<file path="src/rtl/rom_ctrl_pkg.sv">
`default_nettype none
// ---------------------------------------------------------------------------
// rom_ctrl_pkg : shared types and defaults for the switch-programmed memory
// Revision 1.0
// ---------------------------------------------------------------------------
package rom_ctrl_pkg;

  typedef enum logic [1:0] {
    IDLE    = 2'd0,
    WRITE   = 2'd1,
    CLR_ALL = 2'd2,
    SCAN    = 2'd3
  } state_e;

  localparam int DEF_DW    = 8;
  localparam int DEF_AW    = 5;
  localparam int DEF_DEPTH = 32;

  localparam logic [DEF_DW-1:0] ZERO_WORD = '0;

endpackage
`default_nettype wire

</file>
<file path="src/rtl/rom_ctrl_btn_sync.sv">
`default_nettype none
// ---------------------------------------------------------------------------
// btn_sync : two-flop synchroniser with a previous-value flop for rise detect
// Revision 1.0
// ---------------------------------------------------------------------------
module btn_sync (
  input  logic clk,
  input  logic rst_n,
  input  logic i_async,
  output logic o_level,
  output logic o_rise
);

  logic meta_q;
  logic level_q;
  logic prev_q;

  always_ff @(posedge clk or negedge rst_n) begin
    if (!rst_n) begin
      meta_q  <= 1'b0;
      level_q <= 1'b0;
      prev_q  <= 1'b0;
    end else begin
      meta_q  <= i_async;
      level_q <= meta_q;
      prev_q  <= level_q;
    end
  end

  assign o_level = level_q;
  assign o_rise  = level_q & ~prev_q;

endmodule
`default_nettype wire

</file>
<file path="src/rtl/rom_ctrl.sv">
`default_nettype none
// ---------------------------------------------------------------------------
// rom_ctrl : 32 x 8 switch-programmed store with write/clear/sweep/scan FSM
// Revision 1.0
// ---------------------------------------------------------------------------
module rom_ctrl
  import rom_ctrl_pkg::*;
#(
  parameter int DW         = DEF_DW,
  parameter int AW         = DEF_AW,
  parameter int DEPTH      = DEF_DEPTH,
  parameter int SCAN_TICKS = 25_000_000
) (
  input  logic          Clk,
  input  logic          Rst_n,
  input  logic [DW-1:0] D,
  input  logic [AW-1:0] A,
  input  logic          Load,
  input  logic          Clear,
  input  logic          Scan,
  output logic [DW-1:0] LED,
  output logic [AW-1:0] Ao,
  output logic          Busy
);

  localparam int TW = (SCAN_TICKS > 1) ? $clog2(SCAN_TICKS) : 1;

  logic w_load_s, w_load_rise;
  logic w_clear_s, w_clear_rise;
  logic w_scan_s, w_scan_rise_unused;

  btn_sync u_load_sync  (.clk(Clk), .rst_n(Rst_n), .i_async(Load),
                         .o_level(w_load_s),  .o_rise(w_load_rise));
  btn_sync u_clear_sync (.clk(Clk), .rst_n(Rst_n), .i_async(Clear),
                         .o_level(w_clear_s), .o_rise(w_clear_rise));
  btn_sync u_scan_sync  (.clk(Clk), .rst_n(Rst_n), .i_async(Scan),
                         .o_level(w_scan_s),  .o_rise(w_scan_rise_unused));

  state_e        state_q, state_d;
  logic [AW-1:0] wa_q, wa_d;
  logic [DW-1:0] wd_q, wd_d;
  logic [AW-1:0] sweep_q, sweep_d;
  logic [AW-1:0] scan_ptr_q, scan_ptr_d;
  logic [TW-1:0] tick_q, tick_d;
  logic [AW-1:0] ao_q, ao_d;
  logic [DW-1:0] led_q, led_d;
  logic [DW-1:0] mem_q [DEPTH];
  logic [DW-1:0] mem_d [DEPTH];
  logic [AW-1:0] w_disp_addr;

  always_comb begin
    state_d    = state_q;
    wa_d       = wa_q;
    wd_d       = wd_q;
    sweep_d    = sweep_q;
    scan_ptr_d = scan_ptr_q;
    tick_d     = tick_q;
    mem_d      = mem_q;
    unique case (state_q)
      IDLE: begin
        // Chord of both buttons wins over either single press.
        if (w_load_s && w_clear_s && (w_load_rise || w_clear_rise)) begin
          state_d = CLR_ALL;
          sweep_d = '0;
        end else if (w_load_rise) begin
          state_d = WRITE;
          wa_d    = A;
          wd_d    = D;
        end else if (w_clear_rise) begin
          state_d = WRITE;
          wa_d    = A;
          wd_d    = DW'(ZERO_WORD);
        end else if (w_scan_s) begin
          state_d    = SCAN;
          scan_ptr_d = '0;
          tick_d     = '0;
        end
      end
      WRITE: begin
        mem_d[wa_q] = wd_q;
        state_d     = IDLE;
      end
      CLR_ALL: begin
        mem_d[sweep_q] = DW'(ZERO_WORD);
        sweep_d        = sweep_q + AW'(1);
        if (sweep_q == AW'(DEPTH - 1)) state_d = IDLE;
      end
      SCAN: begin
        if (tick_q == TW'(SCAN_TICKS - 1)) begin
          tick_d     = '0;
          scan_ptr_d = (scan_ptr_q == AW'(DEPTH - 1)) ? '0 : scan_ptr_q + AW'(1);
        end else begin
          tick_d = tick_q + TW'(1);
        end
        if (!w_scan_s) state_d = IDLE;
      end
      default: state_d = IDLE;
    endcase
  end

  always_comb begin
    unique case (state_q)
      CLR_ALL: w_disp_addr = sweep_q;
      SCAN:    w_disp_addr = scan_ptr_q;
      default: w_disp_addr = A;
    endcase
  end

  // Reads come from the pre-edge array, so a same-cycle write shows next edge.
  assign ao_d  = w_disp_addr;
  assign led_d = mem_q[w_disp_addr];

  always_ff @(posedge Clk or negedge Rst_n) begin
    if (!Rst_n) begin
      state_q    <= IDLE;
      wa_q       <= '0;
      wd_q       <= '0;
      sweep_q    <= '0;
      scan_ptr_q <= '0;
      tick_q     <= '0;
      ao_q       <= '0;
      led_q      <= '0;
      for (int i = 0; i < DEPTH; i++) mem_q[i] <= '0;
    end else begin
      state_q    <= state_d;
      wa_q       <= wa_d;
      wd_q       <= wd_d;
      sweep_q    <= sweep_d;
      scan_ptr_q <= scan_ptr_d;
      tick_q     <= tick_d;
      ao_q       <= ao_d;
      led_q      <= led_d;
      mem_q      <= mem_d;
    end
  end

  assign LED  = led_q;
  assign Ao   = ao_q;
  assign Busy = (state_q != IDLE);

endmodule
`default_nettype wire

</file>
<file path="config.mk">
export PLATFORM = sky130hd
export DESIGN_NAME = rom_ctrl
export DESIGN_NICKNAME = d
export VERILOG_FILES = /design/src/rtl/rom_ctrl_pkg.sv /design/src/rtl/rom_ctrl_btn_sync.sv /design/src/rtl/rom_ctrl.sv
export SDC_FILE = /design/constraint.sdc
export NUM_CORES = 1
export LEC_CHECK = 0
export CORE_AREA = 10 10 179 181
export CTS_BUF_LIST = sky130_fd_sc_hd__clkbuf_8
export DETAILED_ROUTE_END_ITERATION = 16
export DIE_AREA = 0 0 189 191
export PLACE_DENSITY = 0.71
export SYNTH_ARGS = -nofsm -noshare
export SYNTH_HDL_FRONTEND = slang
export SYNTH_SLANG_ARGS = --single-unit
</file>
<file path="constraint.sdc">
create_clock -name Clk -period 5.6 [get_ports Clk]
set_input_delay 1.12 -clock Clk [delete_from_list [all_inputs] [get_ports Clk]]
set_output_delay 1.12 -clock Clk [all_outputs]
set_load 0.01 [all_outputs]
</file>
==> flow_summary.ini <==
[synthesis]
syn_nets = 1385
ys_seq_area_share_pct = 53.3
async_reset_ff_share_pct = 100
synth_area_sq_um = 15300
synth_edf_count = 0
synth_largest_area_cell = dfrtp_1
syn_inst = 1355
ys_seq_elements = 327
avgSynthCellArea_sq_um = 11.3
synth.top_cell.area_share_pct = 53.3
ys_top_cells_by_area = dfrtp_1 53%, a22o_1 15%, mux2_2 5.1%
synth_cell_type_count = 67
ys_warn_count = 0
ys.flop_type = dfrtp_1

[clock_tree]
htree_levels = 2
clockRootBuffer = clkbuf_8
cts_hold_buf = 0
cts_tree = done
clk_latency_ns = 0.60
cts_buffers = 54
post-cts-setup-buffers = 0
cts-resized-gates = 0
cts_buffer_depth = 3
clk_pin_slew_worst_paths_ns = 0.07
clock_sinks = 327

[critical_path]
worstPathArrival_ns = 4.25
path_delay_family = compound AO/OA/AOI/OAI gates
critPathMaxFanout = 36
max_stage_delay_ns = 1.00
critPathBufInv = 2
cp-start-kind = register
cp_cell_sequence = inv_1 > ha_1 > a22oi_2 > and2_4 > inv_4 > nand2_2 > o22ai_1 > o21ai_0 > and3_1
reg2reg_slack_ns = 1.88
r2r-end = LED[2]$_DFF_PN0_
cp_slowest_cell = a22oi_2
cp.required_ns = 6.13
r2r_start = state_q[0]$_DFFE_PN0P_
reg2reg_depth = 9
crit_type = reg -> reg
crit_path_end_kind = register

[power]
p_leak_nw = 7.72
p_per_area_nw_per_um2 = 572
pwr-share-clk_pct = 21.3
seqPwrFrac_pct = 41.2
ir_drop_mv = 0.328
power_mw = 9.62
p_sw_mw = 3.60
switching_share_pct = 37.4
p_int_mw = 6.02
p_comb_share_pct = 37.5

[cells_and_area]
layout_common_cells = 327 x dfrtp_1, 261 x a22o_1, 112 x nand2_1
final_common_cell = dfrtp_1
stdcell_area_sq_um = 16800
seqCellArea_sq_um = 8180
finalNonFillerCells = 1781
area_growth_pct = 9.60
fin_nets = 1391
multiInputGateArea_sq_um = 6610
drive_gt1_share_pct = 13.3
nFillCells = 2358
final_core_util_pct = 59.1
antenna_cells = 0

[die]
rows = 62
dieArea_sq_um = 36100
die_x_microns = 189
pin_count = 32
fp.dieH_microns = 191
coreArea_sq_um = 28500
start_util_pct = 53.9

[detailed_routing]
drt_iter0_drc = 1038
drt-total-wl_mm = 41.8
postRouteAntennaNets = 0
via_per_inst = 6.59
route.detailed.drc = 0
firstDrtPassIters = 8
vias = 11743
wl_per_cell_microns = 23.5

[min_path]
min_path_cells = 0
min_to = u_load_sync.o_level$_DFF_PN0_
hp-start = u_load_sync.meta_q$_DFF_PN0_
hold_path_class = reg -> reg

[sta]
rsz0062_at_grt = false
worst_pin_slew_ns = 1.13
clock.fmax_mhz = 269
finalHoldViolCount = 0
fin_crit_sh_pct = 66.4
setup_viol = 0
slew_violations = 0
skew_ns = 0.0380
slew-limit-headroom_pct = 25.0
fin_crit_ns = 3.72
fin_tns_setup_ns = 0

[flow_run]
cap_violations = 0

[place]
gp_congestion = 0.908
place_inst = 1689
placed_cell_area_sq_um = 15800
place_hpwl_mm = 26.4
io_buffers = 31

[grt]
grt_pass1_vias = 11672
gr-total-overflow = 0
grt_util_all_layers_pct = 22.8
grt_pass1_wl_mm = 67.1
antenna_found_initial = 0
grt_max_degree = 132

[status]
status = finished clean
-- worst max path at each step --
stage,depth (start not counted),endpoint,startpoint
finish,9,LED[2]$_DFF_PN0_,state_q[0]$_DFFE_PN0P_
global route,9,LED[2]$_DFF_PN0_,state_q[0]$_DFFE_PN0P_
CTS,8,LED[2]$_DFF_PN0_,state_q[0]$_DFFE_PN0P_
detailed placement,8,LED[2]$_DFF_PN0_,A[1]
global placement,8,LED[2]$_DFF_PN0_,A[1]
floorplan,8,LED[5]$_DFF_PN0_,A[1]
-- state kept, by name (all words and copies together), names as in the netlist --
name / count
Ao: 5
LED: 8
mem_q: 256
scan_ptr_q: 5
state_q: 2
sweep_q: 5
tick_q: 25
u_clear_sync.meta_q: 1
u_clear_sync.o_level: 1
u_clear_sync.prev_q: 1
u_load_sync.meta_q: 1
u_load_sync.o_level: 1
u_load_sync.prev_q: 1
u_scan_sync.meta_q: 1
u_scan_sync.o_level: 1
wa_q: 5
wd_q: 8
-- area by class of cell --
class	count	share of cell area [%]
clock buffer	69	5.65
tap	384	2.86
timing repair buffer	45	2.57
sequential	327	48.7
inverter	14	0.372
clock inverter	23	0.603
multi-input combinational	919	39.3
-- synthesized netlist by cell type, drive strengths merged, types with 2 or more instances --
cell,number
inv,14
nor2,50
mux2,70
and3,71
nand2b,3
or3b,4
a21oi,15
o22ai,62
mux2i,2
a22o,261
a21o,3
ha,12
dfrtp,327
a211oi,56
xor2,2
clkbuf,58
o21bai,24
nand3,24
a22oi,2
nor4,2
o31ai,4
o2111a,8
or3,6
nand2,115
nand4,11
and2,5
a41oi,2
or2,2
o32ai,3
a31oi,17
nor3,4
nand3b,4
o21ai,59
buf,37
nor2b,4
-- layer usage --
metal  wire [microns]  vias to the layer above  GRT usage, %
met1            18900                     5935          32.7
met3             3050                       71          4.23
met2            18900                      496          35.1
met4              897                        0          5.98
met5                0                        -             0
li1                 -                     5241             -
-- cells by family (layout without fill, tap and decap cells) --
group / Yosys count / in the layout / synth area share, %
multiplexers: 72 / 72 / 5.27
AO/OA/AOI/OAI: 521 / 521 / 26.4
buffers and inverters: 109 / 151 / 3.61
flip-flops: 327 / 327 / 53.3
AND/OR/NAND/NOR: 311 / 311 / 10.3
XOR/XNOR: 3 / 3 / 0.171
adder cells (fa/ha/maj): 12 / 12 / 0.979
-- per-stage QoR --
stage,setup WS (ns),hold slack [ns]
4_1_cts,1.95,0.349
3_3_place_gp,1.62,0.340
6_report,1.88,0.347
5_1_grt,1.70,0.350
2_1_floorplan,2.86,0.331
3_5_place_dp,1.57,0.341
-- power by group through the flow --
| stage | clock network (mW) | logic, mW | registers, mW |
|---|---|---|---|
| floorplan | 0 | 2.72 | 3.74 |
| detailed placement | 0 | 3.55 | 3.95 |
| global placement | 0 | 3.48 | 3.96 |
| CTS | 2.08 | 3.56 | 3.94 |
| finish | 2.05 | 3.60 | 3.97 |
| global route | 2.18 | 3.88 | 4.07 |
Power figures use the tool's default switching activity.
==> RTL change (config.mk and constraints unchanged) <==
Compare `tick_q` against `TW'(SCAN_TICKS - 1)` with >= in place of ==.
--- a/src/rtl/rom_ctrl.sv
+++ b/src/rtl/rom_ctrl.sv
@@ -86,7 +86,7 @@
         if (sweep_q == AW'(DEPTH - 1)) state_d = IDLE;
       end
       SCAN: begin
-        if (tick_q == TW'(SCAN_TICKS - 1)) begin
+        if (tick_q >= TW'(SCAN_TICKS - 1)) begin
           tick_d     = '0;
           scan_ptr_d = (scan_ptr_q == AW'(DEPTH - 1)) ? '0 : scan_ptr_q + AW'(1);
         end else begin
Formal check against the unedited RTL: no difference found for any inputs over 4 cycles, from zero or initial values and one cycle with Rst_n low; that may be too few to reach the edited logic, so the function may still have changed.
==> RTL change against the unedited design <==
Sequential cell count did not move. Clock power rose by 3%. Total power fell by 16%. Area after synthesis fell by 0.48%. Global-route usage fell by 0.29 points. Critical path depth fell by 4. Setup slack improved by 260 ps. Wire length fell by 2.0%. Count of clock-buffer cells in the layout rose by 3. Non-clock buffer count did not move. Design area rose by 0.39%. Critical path type unchanged. Largest cell class unchanged. Largest power group unchanged.
==> RTL change: results (changes against the unedited design) <==
Final layout:
- The post-route standard cell area excluding fillers is 0.0169 sq mm (was 0.0168 sq mm).
- The fraction of area in non-clock buffers came to 2.79% (was 2.57%).
- The count of multi-input combinational gates is 857 (was 919).
- The clock buffer and inverter area fraction after layout came to 6.56% (was 6.25%).
- The count of placed standard cells in the final layout, fillers left out is 1732 (was 1781).

Place:
- The placer's final routability congestion estimate is 0.901 (was 0.908).
- The total half-perimeter wirelength after legalization and detailed placement is 26000 microns (was 26400 microns).
- The pre-CTS setup slack was 2060 ps (was 1570 ps).

GRT:
- The fraction of met1 tracks used by global routing is 31.2% (was 32.7%).
- The met2 track demand over resource came to 33.8% (was 35.1%).
- The global-route wire length before repair was 65400 microns (was 67100 microns).
- The met3 capacity usage during global routing is 5.07% (was 4.23%).
- The number of global-route vias before repair came to 11200 (was 11700).

Drt:
- The detailed route wirelength on metal2 is 18000 microns (was 18900 microns).
- The count of TritonRoute iterations in the first routing pass is 7 (was 8).

Power and ir drop:
- The total leakage power is 0.00796 uW (was 0.00772 uW).
- The maximum vdd drop is 0.417 mV (was 0.328 mV).
- The combinational group share of total power came to 35.8% (was 37.5%).
- The total net switching power was 3080 uW (was 3600 uW).

Setup path:
- The family of cells with the greatest summed delay on the critical path is simple AND/OR/NAND/NOR gates (was compound AO/OA/AOI/OAI gates).
- The cell depth of the worst flop-to-flop path is 5 (was 9).
- The cell with the largest stage delay on the worst path is ha_1 (was a22oi_2).
- The worst reg2reg path startpoint is state_q[1]$_DFFE_PN0P_ (was state_q[0]$_DFFE_PN0P_).
- The end of the worst register-to-register path is mem_q[163]$_DFFE_PN0P_ (was LED[2]$_DFF_PN0_).
- The largest stage delay on the critical path is 1090 ps (was 1000 ps).
- The arrival time of the worst setup path was 4000 ps (was 4250 ps).

Timing:
- The post-layout worst setup margin is 2140 ps (was 1880 ps).
- The post-route worst hold slack is 351 ps (was 347 ps).

Yosys:
- Most numerous cell types in the synthesized netlist: dfrtp_1, a22o_1, mux2i_1 (was dfrtp_1, a22o_1, nand2_1).
- The count of different cell masters after synthesis is 62 (was 67).
- The portion of the post-synthesis area used by sequential elements was 53.6% (was 53.3%).
- The area fraction in compound gates after synthesis is 22.0% (was 26.4%).
- The post-synthesis instance area is 0.0153 sq mm (about the same).

Outcome:
- Result of the run: complete, no violations (unchanged).

Min path:
- The worst-case hold path end point was u_scan_sync.o_level$_DFF_PN0_ (was u_load_sync.o_level$_DFF_PN0_).
- The hold path startpoint is u_scan_sync.meta_q$_DFF_PN0_ (was u_load_sync.meta_q$_DFF_PN0_).
RTL change: changes by cell type after synthesis, moves of 15 or more:
cell	unedited run	this run
a31oi_1	17	2
and3_1	71	10
clkbuf_1	58	38
o21bai_1	24	1
mux2_1	0	38
nand2_1	112	85
o22ai_1	62	79
mux2i_1	2	97
mux2_2	70	31
nor2_1	47	65
o21ai_0	57	35
a211oi_1	56	0
RTL change: worst max path at each step:
| stage | depth (start not counted) | end | from |
|---|---|---|---|
| after global routing | 5 | mem_q[194]$_DFFE_PN0P_ | state_q[1]$_DFFE_PN0P_ |
| after detailed placement | 7 | LED[6]$_DFF_PN0_ | A[0] |
| after global placement | 7 | LED[6]$_DFF_PN0_ | A[0] |
| after CTS | 5 | mem_q[5]$_DFFE_PN0P_ | state_q[1]$_DFFE_PN0P_ |
| after floorplan | 7 | LED[0]$_DFF_PN0_ | A[0] |
| final | 5 | mem_q[163]$_DFFE_PN0P_ | state_q[1]$_DFFE_PN0P_ |
